[src/rtl/arm7tdmi_mul_sequencer.sv]
// Issue/writeback sequencer for the ARM7TDMI combinational multiplier.
// Models early-termination timing and drives results through the single RF write port.
module arm7tdmi_mul_sequencer (
    input  logic        clk,
    input  logic        rst_n,
    input  logic        start,
    input  logic        flush,
    input  logic        op_long,
    input  logic        op_signed,
    input  logic        op_acc,
    input  logic        op_s,
    input  logic [3:0]  rd_lo_idx,
    input  logic [3:0]  rd_hi_idx,
    input  logic [31:0] rm_val,
    input  logic [31:0] rs_val,
    input  logic [31:0] rn_hi_val,
    input  logic [31:0] rn_lo_val,
    output logic        mul_en,
    output logic [1:0]  mul_type,
    output logic        mul_signed,
    output logic        mul_long,
    output logic        mul_accumulate,
    output logic        mul_set_flags,
    output logic [31:0] operand_a,
    output logic [31:0] operand_b,
    output logic [31:0] acc_hi,
    output logic [31:0] acc_lo,
    input  logic [31:0] result_hi,
    input  logic [31:0] result_lo,
    input  logic        result_ready,
    output logic        busy,
    output logic        done,
    output logic        rf_we,
    output logic [3:0]  rf_waddr,
    output logic [31:0] rf_wdata,
    output logic        flag_we,
    output logic        flag_n,
    output logic        flag_z
);

    typedef enum logic [1:0] {IDLE, EXEC, WB_LO, WB_HI} state_t;

    state_t      r_state, w_state_nxt;
    logic        r_long, r_signed, r_acc, r_s;
    logic [3:0]  r_rd_lo, r_rd_hi;
    logic [31:0] r_op_a, r_op_b, r_acc_hi, r_acc_lo;
    logic [31:0] r_res_hi, r_res_lo;
    logic        r_flag_n, r_flag_z;
    logic [2:0]  r_count;
    logic [2:0]  w_cycles;
    logic        w_accept, w_capture;

    // Booth-style early termination: number of 8-bit multiplier steps Rs needs.
    function automatic logic [2:0] early_term(input logic [31:0] rs, input logic sgn_chk);
        if (rs[31:8] == '0 || (sgn_chk && (&rs[31:8])))
            return 3'd1;
        else if (rs[31:16] == '0 || (sgn_chk && (&rs[31:16])))
            return 3'd2;
        else if (rs[31:24] == '0 || (sgn_chk && (&rs[31:24])))
            return 3'd3;
        else
            return 3'd4;
    endfunction

    assign w_cycles  = early_term(rs_val, ~op_long | op_signed) + {2'b00, op_acc} + {2'b00, op_long};
    assign w_accept  = (r_state == IDLE) && start && !flush;
    assign w_capture = (r_state == EXEC) && (r_count == 3'd1) && result_ready && !flush;

    always_ff @(posedge clk or negedge rst_n) begin
        if (!rst_n)
            r_state <= IDLE;
        else
            r_state <= w_state_nxt;
    end

    always_ff @(posedge clk or negedge rst_n) begin
        if (!rst_n) begin
            r_long   <= 1'b0;
            r_signed <= 1'b0;
            r_acc    <= 1'b0;
            r_s      <= 1'b0;
            r_rd_lo  <= '0;
            r_rd_hi  <= '0;
            r_op_a   <= '0;
            r_op_b   <= '0;
            r_acc_hi <= '0;
            r_acc_lo <= '0;
            r_res_hi <= '0;
            r_res_lo <= '0;
            r_flag_n <= 1'b0;
            r_flag_z <= 1'b0;
            r_count  <= '0;
        end else begin
            if (w_accept) begin
                r_long   <= op_long;
                r_signed <= op_signed;
                r_acc    <= op_acc;
                r_s      <= op_s;
                r_rd_lo  <= rd_lo_idx;
                r_rd_hi  <= rd_hi_idx;
                r_op_a   <= rm_val;
                r_op_b   <= rs_val;
                r_acc_hi <= rn_hi_val;
                r_acc_lo <= rn_lo_val;
                r_count  <= w_cycles;
            end else if (r_state == EXEC && r_count > 3'd1) begin
                r_count <= r_count - 3'd1;
            end
            if (w_capture) begin
                r_res_hi <= result_hi;
                r_res_lo <= result_lo;
                r_flag_n <= r_long ? result_hi[31] : result_lo[31];
                r_flag_z <= r_long ? ({result_hi, result_lo} == 64'd0) : (result_lo == 32'd0);
            end
        end
    end

    always_comb begin
        w_state_nxt    = r_state;
        mul_en         = 1'b0;
        mul_type       = 2'b00;
        mul_signed     = 1'b0;
        mul_long       = 1'b0;
        mul_accumulate = 1'b0;
        mul_set_flags  = 1'b0;
        rf_we          = 1'b0;
        rf_waddr       = '0;
        rf_wdata       = '0;
        done           = 1'b0;
        flag_we        = 1'b0;
        case (r_state)
            IDLE: begin
                if (w_accept)
                    w_state_nxt = EXEC;
            end
            EXEC: begin
                mul_en         = 1'b1;
                mul_type       = {r_long, r_acc};
                mul_signed     = r_signed;
                mul_long       = r_long;
                mul_accumulate = r_acc;
                mul_set_flags  = r_s;
                if (w_capture)
                    w_state_nxt = WB_LO;
            end
            WB_LO: begin
                rf_we    = 1'b1;
                rf_waddr = r_rd_lo;
                rf_wdata = r_res_lo;
                if (r_long) begin
                    w_state_nxt = WB_HI;
                end else begin
                    done        = 1'b1;
                    flag_we     = r_s;
                    w_state_nxt = IDLE;
                end
            end
            WB_HI: begin
                rf_we       = 1'b1;
                rf_waddr    = r_rd_hi;
                rf_wdata    = r_res_hi;
                done        = 1'b1;
                flag_we     = r_s;
                w_state_nxt = IDLE;
            end
            default: w_state_nxt = IDLE;
        endcase
        // Abort wins over everything, including a same-cycle writeback.
        if (flush) begin
            w_state_nxt = IDLE;
            rf_we       = 1'b0;
            done        = 1'b0;
            flag_we     = 1'b0;
        end
    end

    assign busy      = (r_state != IDLE);
    assign operand_a = r_op_a;
    assign operand_b = r_op_b;
    assign acc_hi    = r_acc_hi;
    assign acc_lo    = r_acc_lo;
    assign flag_n    = r_flag_n;
    assign flag_z    = r_flag_z;

endmodule

[config.mk]
export PLATFORM = sky130hd
export DESIGN_NAME = arm7tdmi_mul_sequencer
export DESIGN_NICKNAME = d
export VERILOG_FILES = /design/src/rtl/arm7tdmi_mul_sequencer.sv
export SDC_FILE = /design/constraint.sdc
export NUM_CORES = 1
export LEC_CHECK = 0
export CORE_MARGIN = 1
export CORE_UTILIZATION = 35
export CTS_CLUSTER_DIAMETER = 30
export DETAILED_ROUTE_END_ITERATION = 8
export PLACE_DENSITY_LB_ADDON = 0.3
export SETUP_SLACK_MARGIN = 0.02
export SLEW_MARGIN = 0
export SYNTH_ARGS = -nofsm -noshare
export SYNTH_HDL_FRONTEND = slang
export SYNTH_SLANG_ARGS = --single-unit
[constraint.sdc]
create_clock -name clk -period 3.1 [get_ports clk]
set_clock_uncertainty 0.05 [all_clocks]
set_input_delay 0.62 -clock clk [delete_from_list [all_inputs] [get_ports clk]]
set_output_delay 0.62 -clock clk [all_outputs]
set_load 0.01 [all_outputs]
==> metrics, run 1 <==
status completed; final hold violations 0; Site Rows slightly below 60; non-filler instance count after layout 1403; hold_ws 0.0293 ns; pin count of the biggest net entering global routing approximately 80; Final Slew Violations 0; delay of the slowest critical-path stage 0.57 ns; Maximum Capacitance Violations 0; cts bufs inserted a little over 50; fin nets about 1200; average wire per standard cell approximately 19 um; setup fix buffers added after clock tree synthesis 0; Global Route Usage Sum slightly below 20%; initial antenna violation count 0; Crit. End Element primary output; Leak approximately 6.3 nW; horizontal die dimension between 150 and 200 um; gpl congestion 0.803; synthesized instance count around 610; share of total power in sequential cells between 30% and 40%; Post-synth EDFFs 0; first-pass GRT wire length 40.5 mm; number of diodes 0; Syn Std Cell Area between 9000 and 10000 sq um; Internal Power 8.72 mW; worst vdd rail ir drop 586 uV; combinational cell fraction of total power between 20% and 30%; starting DRC count in detailed routing 295; final critical-path required period 2.99 ns; Async S/R FF share, synth 100%; CTS H-tree depth 2; number of iterations in the first detailed-routing pass 4; multi-input logic area approximately 3500 sq um; via density per instance 4.79; Detail Placement HPWL roughly 19 mm; launch point of the worst reg-to-reg path r_state[1]; final WL between 20 and 30 mm; area delta synth->final 65.5%; dominant synthesized flop cell dfrtp_1; sequential cell area in the final layout around 5300 sq um; layout cells sized above 1 a little under 30%; switching power of the nets between 2 and 3 mW; switching portion of total power between 20% and 30%; worst slew margin relative to its limit just under 60%; class of the tightest hold or removal check input port to async pin; gr ovfl total 0; maximum count of clock buffers along a single path 3; sequential-to-total area share from yosys stat about three fifths; yosys synthesis warning count 0; final worst path period share between 90% and 100%; number of filler instances in the final layout around 2000; post-placement cell count about 1300; worst slew pin tran ~0.63 ns; via count of the routed design roughly 6700; crit-path cells buf_4, mux2i_1, nor2b_1, clkdlybuf4s50_1; CP top delay family buffers and inverters; number of global-route vias before repair ~7400; power density cells between 700 and 800 nW/um^2; commonest non-fill, non-tap cells in the layout clkdlybuf4s50_1, dfrtp_1, mux2_2; Setup CP Type flip-flop to primary output; Die Span Y 163 um; effective utilization at floorplan 35.9%; number of cells upsized or downsized after cts 0; launching element of the worst setup path r_state[0]; critical path startpoint category flip-flop; latest clock arrival within the worst-skew pair around 0.52 ns; master cell of the clock root buffer clkbuf_16; master of the slowest instance on the critical path clkdlybuf4s50_1; part of the total power dissipated in the clock network a little under half; clock tree from TritonCTS yes; RSZ-0062 raised after global routing no; FF+latch count, synth ~210; top fanout value on the critical path 18; CTS clk-pin slew, worst paths 0.04 ns; synthesized area per cell about 15 sq um; cts hold-fix bufs 0; DRC 0; Required @ worst endpoint around 2.4 ns; die area 26600 sq um; Buffers on Ports 385; final setup violation count 0; number of I/O pins roughly 390; count of clock tree sinks between 200 and 250; remaining antenna violation count after routing 0; Synth Net Count about 830; endpoint arrival time on the critical path around 2.3 ns; number of unique standard cell types used by synthesis 41; most frequent standard cell in the layout excluding fill and tap cells clkdlybuf4s50_1; maximum clock rate approximately 330 MHz; core box area between 20000 and 30000 sq um; number of buffer and inverter stages on the critical path 2
## synth_stat cells (2+ instances only)
library cell | n | share of area, %
nand4_1 | 9 | 0.62
clkbuf_1 | 6 | 0.25
mux2_4 | 17 | 2.8
mux2_1 | 3 | 0.37
nor2b_1 | 37 | 2.5
nand2b_1 | 3 | 0.21
o22a_1 | 2 | 0.19
a21oi_1 | 4 | 0.22
buf_6 | 4 | 0.50
o21bai_1 | 2 | 0.17
mux2i_1 | 39 | 4.3
buf_8 | 6 | 0.99
buf_2 | 16 | 0.88
mux2_2 | 185 | 23
o21ai_0 | 5 | 0.28
or4_1 | 3 | 0.25
inv_1 | 4 | 0.17
nand2_1 | 5 | 0.21
and2_1 | 5 | 0.34
buf_4 | 3 | 0.25
nor2_1 | 4 | 0.17
dfrtp_1 | 211 | 58
ha_1 | 3 | 0.41
nor4_1 | 20 | 1.4
## layer usage
layer	wire length, um	share of wire, %	global-route usage, %	vias up
met3	2850	11	8.58	39
li1	-	-	-	3068
met5	0	0	0	-
met1	10400	40	22.8	3316
met4	461	1.8	6.16	0
met2	12600	48	32.5	293
## cell families after synthesis
family | after synthesis | synth area share [%]
DFF | 211 | 58.1
muxes | 244 | 30.4
and+or+nand+nor | 94 | 6.35
adders and majority gates | 4 | 0.633
xor gates and xnor gates | 2 | 0.193
buffers and inverters | 40 | 3.07
AOI/OAI and AO/OA | 18 | 1.25
## sequential cells by signal, summed over array words and instances (netlist names), 3 cells and up
register	flops
r_rd_lo	4
r_count	3
operand_b	32
r_res_lo	32
operand_a	32
r_res_hi	32
acc_lo	32
r_rd_hi	4
acc_hi	32
## final cells by class
cell class,count,area share (%)
clock inverter,22,1.58
multi-input combinational,362,23.5
sequential,211,35.1
clock buffer,71,10.0
timing repair buffer,402,26.9
inverter,5,0.150
tap,330,2.74
## through the flow
step                setup TNS (ns)  utilization, %  power, mW  cell area, sq um  setup WS [ns]
finish                           0            59.4       11.6             15000          0.106
global route                     0            59.4       12.1             15000         0.0324
CTS                              0            59.4       11.7             15000         0.0286
detailed placement          -0.141            52.5       6.35             13300         -0.111
global placement            -0.116            52.5       6.29             13300         -0.104
floorplan                        0               -       4.94              9090          0.511
## worst paths after layout
check,cells after the start,slack (ns),endpoint
setup / recovery,4,0.11,rf_wdata[21]
hold / removal,1,0.03,r_res_hi[8]
setup reg to reg,5,0.87,operand_b[8]
hold reg to reg,1,0.43,acc_hi[25]
max in group asynchronous,2,2.21,acc_lo[18]
min in group clk,1,0.43,acc_hi[25]
## power by group through the flow
stage | registers, mW | clock network [mW] | logic, mW
after global placement | 3.82 | 0 | 2.46
after global routing | 3.92 | 5.51 | 2.66
final | 3.82 | 5.26 | 2.48
after detailed placement | 3.86 | 0 | 2.49
after CTS | 3.83 | 5.37 | 2.51
after floorplan | 3.97 | 0 | 0.968
## worst register-to-register path, cell delays in order, from the launching register on
cell     delay, ns
dfrtp_1       0.38
buf_4         0.21
or2_1         0.27
nor3b_4       0.34
buf_12        0.36
mux2_2        0.49
Note: power is estimated with default switching activity, not from simulation.
==> inputs of run 2 (changes only) <==
--- a/config.mk
+++ b/config.mk
@@ -5,6 +5,7 @@
 export SDC_FILE = /design/constraint.sdc
 export NUM_CORES = 1
 export LEC_CHECK = 0
+export CAP_MARGIN = 30
 export CORE_MARGIN = 1
 export CORE_UTILIZATION = 35
 export CTS_CLUSTER_DIAMETER = 30
==> constraint.sdc (replaced) <==
create_clock -name clk -period 3.4 [get_ports clk]
set_clock_uncertainty 0.05 [all_clocks]
set_input_delay 0.68 -clock clk [delete_from_list [all_inputs] [get_ports clk]]
set_output_delay 0.68 -clock clk [all_outputs]
set_load 0.01 [all_outputs]
==> metrics, run 2 (synthesized netlist as in run 1, its figures left out) <==
cts hold-fix bufs 0 (unchanged); class of the tightest hold or removal check input port to async pin (unchanged); final setup violation count 0 (unchanged); Final Power 10.9 mW (was 11.6 mW); number of I/O pins 386 (unchanged); Detail Placement HPWL 18.7 mm (was 18.6 mm); Crit. End Element primary output (unchanged); pin count of the biggest net entering global routing 92 (was 78); final critical-path required period ~3.1 ns; worst slew margin relative to its limit 50.7% (was 58.0%); die area 26600 sq um (unchanged); number of cells upsized or downsized after cts 0 (unchanged); commonest non-fill, non-tap cells in the layout clkdlybuf4s50_1, dfrtp_1, mux2_2 (unchanged); Die Span Y 163 um (unchanged); area delta synth->final 66.8% (was 65.5%); Final Slew Violations 0 (unchanged); clock tree from TritonCTS yes (unchanged); power density cells 716 nW/um^2 (was 768 nW/um^2); starting DRC count in detailed routing 195 (was 295); maximum count of clock buffers along a single path 3 (unchanged); gr ovfl total 0 (unchanged); CTS H-tree depth 2 (unchanged); latest clock arrival within the worst-skew pair 0.53 ns (was 0.52 ns); delay of the slowest critical-path stage 0.52 ns (was 0.57 ns); CTS clk-pin slew, worst paths 0.04 ns (about the same); post-route setup slack 0.305 ns (was 0.106 ns); endpoint arrival time on the critical path 2.37 ns (was 2.32 ns); via density per instance 4.81 (was 4.79); number of buffer and inverter stages on the critical path 2 (unchanged); count of clock tree sinks 211 (unchanged); Global Route Usage Sum 19.5% (was 19.7%); hold_ws 0.126 ns (was 0.0293 ns); final hold violations 0 (unchanged); top fanout value on the critical path 39 (was 18); horizontal die dimension 163 um (unchanged); average wire per standard cell 18.6 um (was 18.8 um); cts bufs inserted 51 (unchanged); via count of the routed design 6752 (was 6716); final worst path period share 91.0%; effective utilization at floorplan 35.9% (unchanged); gpl congestion 0.849 (was 0.803); worst reg-to-reg path cell count 7 (was 5); Final TNS setup 0 ns (unchanged); worst vdd rail ir drop 676 uV (was 586 uV); layout cells sized above 1 29.1% (was 29.0%); initial antenna violation count 2 (was 0); master cell of the clock root buffer clkbuf_16 (unchanged); DRC 0 (unchanged); maximum clock rate approximately 320 MHz; core box area 25300 sq um (unchanged); worst slew pin tran 0.739 ns (was 0.631 ns); setup fix buffers added after clock tree synthesis 0 (unchanged); final WL 26.1 mm (was 26.3 mm); RSZ-0062 raised after global routing no (unchanged); master of the slowest instance on the critical path clkdlybuf4s50_1 (unchanged); Leak 6.39 nW (was 6.33 nW); critical path startpoint category flip-flop (unchanged); worst-case setup slack after placement 0.112 ns (was -0.111 ns); remaining antenna violation count after routing 0 (unchanged); Maximum Capacitance Violations 0 (unchanged); fin nets 1245 (was 1246); crit-path cells buf_4, nor2b_1, a21boi_0, and2_1, clkdlybuf4s50_1 (was buf_4, mux2i_1, nor2b_1, clkdlybuf4s50_1); most frequent standard cell in the layout excluding fill and tap cells clkdlybuf4s50_1 (unchanged); number of iterations in the first detailed-routing pass 4 (unchanged); Setup CP Type flip-flop to primary output (unchanged); number of global-route vias before repair 7415 (was 7396); number of filler instances in the final layout 2013 (was 2051); CP top delay family buffers and inverters (unchanged); Required @ worst endpoint 2.67 ns (was 2.43 ns); status completed (unchanged); first-pass GRT wire length 40.3 mm (was 40.5 mm); Buffers on Ports 385 (unchanged); Stages on worst setup path 5 (was 4); Site Rows 58 (unchanged)
-- run 2: worst paths after layout --
kind | start | endpoint | slack (ns)
max | r_state[1] | flag_we | 0.30
max reg2reg | r_count[1] | r_res_lo[15] | 0.79
max in group asynchronous | rst_n | acc_lo[26] | 2.35
min in group clk | flag_n | flag_n | 0.43
min reg2reg | flag_n | flag_n | 0.43
min | rst_n | r_res_lo[11] | 0.13
-- run 2: power breakdown --
group          internal [mW]  leakage, nW  switching, mW  total [mW]
sequential              3.15         2.61          0.340        3.49
clock                   3.63        0.907           1.48        5.10
combinational           1.44         2.87          0.813        2.26
-- run 2: worst reg2reg max path, stage by stage, from the launching register on --
cell and delay (ns):
dfrtp_1 0.36, inv_1 0.13, ha_1 0.23, nand3b_1 0.16, or3_2 0.73, buf_12 0.28
buf_4 0.22, mux2_2 0.31
-- run 2: area by class of cell --
class	instances	area, sq um	area share, %
clock buffer	67	1470	9.69
clock inverter	28	380	2.51
timing repair buffer	401	4050	26.8
sequential	211	5280	34.8
tap	330	413	2.72
antenna	1	2.50	0.0165
multi-input combinational	362	3540	23.3
inverter	5	18.8	0.124
-- run 2: metrics by stage --
step	util, %	std cells	cell area, sq um
final	59.8	1405	15200
after global routing	59.8	1405	15200
after CTS	59.8	1404	15200
after detailed placement	52.5	1309	13300
after global placement	52.5	1309	13300
after floorplan	-	613	9090
-- run 2: routing by layer --
layer	track usage (%)	part of all wire [%]
met3	8.18	11
met5	0	0.054
met2	32.0	48
met1	22.7	39
met4	7.43	2.7
==> inputs of run 3 (changes only) <==
--- a/config.mk
+++ b/config.mk
@@ -10,6 +10,7 @@
 export CORE_UTILIZATION = 35
 export CTS_CLUSTER_DIAMETER = 30
 export DETAILED_ROUTE_END_ITERATION = 8
+export DONT_BUFFER_PORTS = 1
 export PLACE_DENSITY_LB_ADDON = 0.3
 export SETUP_SLACK_MARGIN = 0.02
 export SLEW_MARGIN = 0
==> metrics, run 3 (synthesized netlist as in run 1, its figures left out) <==
maximum clock rate 360 MHz (was 323 MHz); worst-case setup slack after placement 0.609 ns (was 0.112 ns); launch point of the worst reg-to-reg path r_state[1] (was r_count[1]); via count of the routed design 5162 (was 6752); count of clock tree sinks 211 (unchanged); critical path startpoint category flip-flop (unchanged); status finished, violations left (was completed); CTS H-tree depth 2 (unchanged); top fanout value on the critical path 25 (was 39); effective utilization at floorplan 35.9% (unchanged); post-placement cell count 915 (was 1309); Detail Placement HPWL 15.4 mm (was 18.7 mm); number of I/O pins 386 (unchanged); number of iterations in the first detailed-routing pass 4 (unchanged); met2 usage in global routing 26.9% (was 32.0%); Maximum Capacitance Violations 0 (unchanged); worst vdd rail ir drop 545 uV (was 676 uV); worst slew margin relative to its limit 37.3% (was 50.7%); average wire per standard cell 22.0 um (was 18.6 um); layout cells sized above 1 43.4% (was 29.1%); number of cells upsized or downsized after cts 0 (unchanged); number of diodes 0 (was 1); horizontal die dimension 163 um (unchanged); initial antenna violation count 2 (unchanged); end point of the critical path flag_we (unchanged); die area 26600 sq um (unchanged); final critical-path required period 2.78 ns (was 3.10 ns); fin nets 847 (was 1245); pin count of the biggest net entering global routing 212 (was 92); RSZ-0062 raised after global routing no (unchanged); Site Rows 58 (unchanged); via density per instance 5.16 (was 4.81); final WL 22.0 mm (was 26.1 mm); most frequent standard cell in the layout excluding fill and tap cells dfrtp_1 (was clkdlybuf4s50_1); endpoint arrival time on the critical path 2.05 ns (was 2.37 ns); power density cells 845 nW/um^2 (was 716 nW/um^2); non-filler instance count after layout 1000 (was 1405); Global Route Usage Sum 16.1% (was 19.5%); final worst path period share 81.6% (was 91.0%); clock tree from TritonCTS yes (unchanged); final hold violations 211 (was 0); Final TNS setup 0 ns (unchanged); routing usage on met3 7.11% (was 8.18%); gpl congestion 0.793 (was 0.849); class of the tightest hold or removal check input port to async pin (unchanged); Leak 4.71 nW (was 6.39 nW); core box area 25300 sq um (unchanged); starting DRC count in detailed routing 220 (was 195); Layout Utilization 43.2% (was 59.8%); r2r endpoint operand_b[20] (was r_res_lo[15]); Register-to-Register Setup Slack 0.89 ns (was 0.79 ns); first-pass GRT wire length 33.0 mm (was 40.3 mm); DRC 0 (unchanged); area delta synth->final 20.3% (was 66.8%); CTS clk-pin slew, worst paths 0.04 ns (about the same); commonest non-fill, non-tap cells in the layout dfrtp_1, mux2_2, clkbuf_16 (was clkdlybuf4s50_1, dfrtp_1, mux2_2); latest clock arrival within the worst-skew pair 0.51 ns (was 0.53 ns); final setup violation count 0 (unchanged); Crit. End Element primary output (unchanged); maximum count of clock buffers along a single path 3 (unchanged); Required @ worst endpoint 2.67 ns (about the same); Buffers on Ports 0 (was 385); grt peak-use layer met2 (unchanged); cts bufs inserted 47 (was 51); master cell of the clock root buffer clkbuf_16 (unchanged); Die Span Y 163 um (unchanged); Final Power 9.24 mW (was 10.9 mW); number of global-route vias before repair 5997 (was 7415); post-route setup slack 0.625 ns (was 0.305 ns); violated checks hold timing; met1 usage in global routing 18.3% (was 22.7%); gr ovfl total 0 (unchanged); worst reg-to-reg path cell count 5 (was 7); hold_ws -0.175 ns (was 0.126 ns); Final Slew Violations 0 (unchanged); Setup CP Type flip-flop to primary output (unchanged); remaining antenna violation count after routing 0 (unchanged); worst slew pin tran 0.941 ns (was 0.739 ns); launching element of the worst setup path r_state[1] (unchanged)
run 3: routing by layer:
metal | routed length, um | vias up
met1 | 8350 | 2564
met5 | 29 | -
li1 | - | 2253
met3 | 2450 | 42
met4 | 463 | 4
met2 | 10700 | 299
run 3: area by class of cell:
| cell class | instances | area [sq um] |
|---|---|---|
| repair buffers | 7 | 65.1 |
| inverters | 5 | 18.8 |
| clock buffers | 60 | 1310 |
| clock inverters | 25 | 308 |
| multi-input cells | 362 | 3540 |
| well taps | 330 | 413 |
| flip-flops and latches | 211 | 5280 |
| fillers | 2276 | 14400 |
run 3: power by group:
group          internal, mW  switching, mW
clock                  3.15           1.35
combinational         0.640          0.355
sequential             3.15          0.585
total                  6.95           2.29
run 3: how the worst min path moves through the flow:
stage | from | endpoint | slack (ns)
floorplan | rst_n | acc_hi[0] | 0.33
global placement | rst_n | r_res_lo[10] | 0.34
detailed placement | rst_n | r_res_lo[10] | 0.34
CTS | rst_n | r_long | -0.20
global route | rst_n | r_res_lo[8] | -0.21
finish | rst_n | r_res_lo[10] | -0.17
run 3: critical path: stages (launching register included):
cell	delay [ns]
dfrtp_1	0.34
buf_4	0.26
nor2b_1	0.29
a21boi_0	0.41
and2_1	0.24
run 3: timing repair:
action	CTS	global route
setup endpoints to repair	0	0
endpoints found under the hold margin	211	211
buffers inserted	0	0
run 3: stage by stage:
stage / area (sq um) / hold WS (ns)
3_3_place_gp: 9310 / 0.340
4_1_cts: 10900 / -0.204
3_5_place_dp: 9310 / 0.340
6_report: 10900 / -0.175
5_1_grt: 10900 / -0.212
2_1_floorplan: 9090 / 0.334
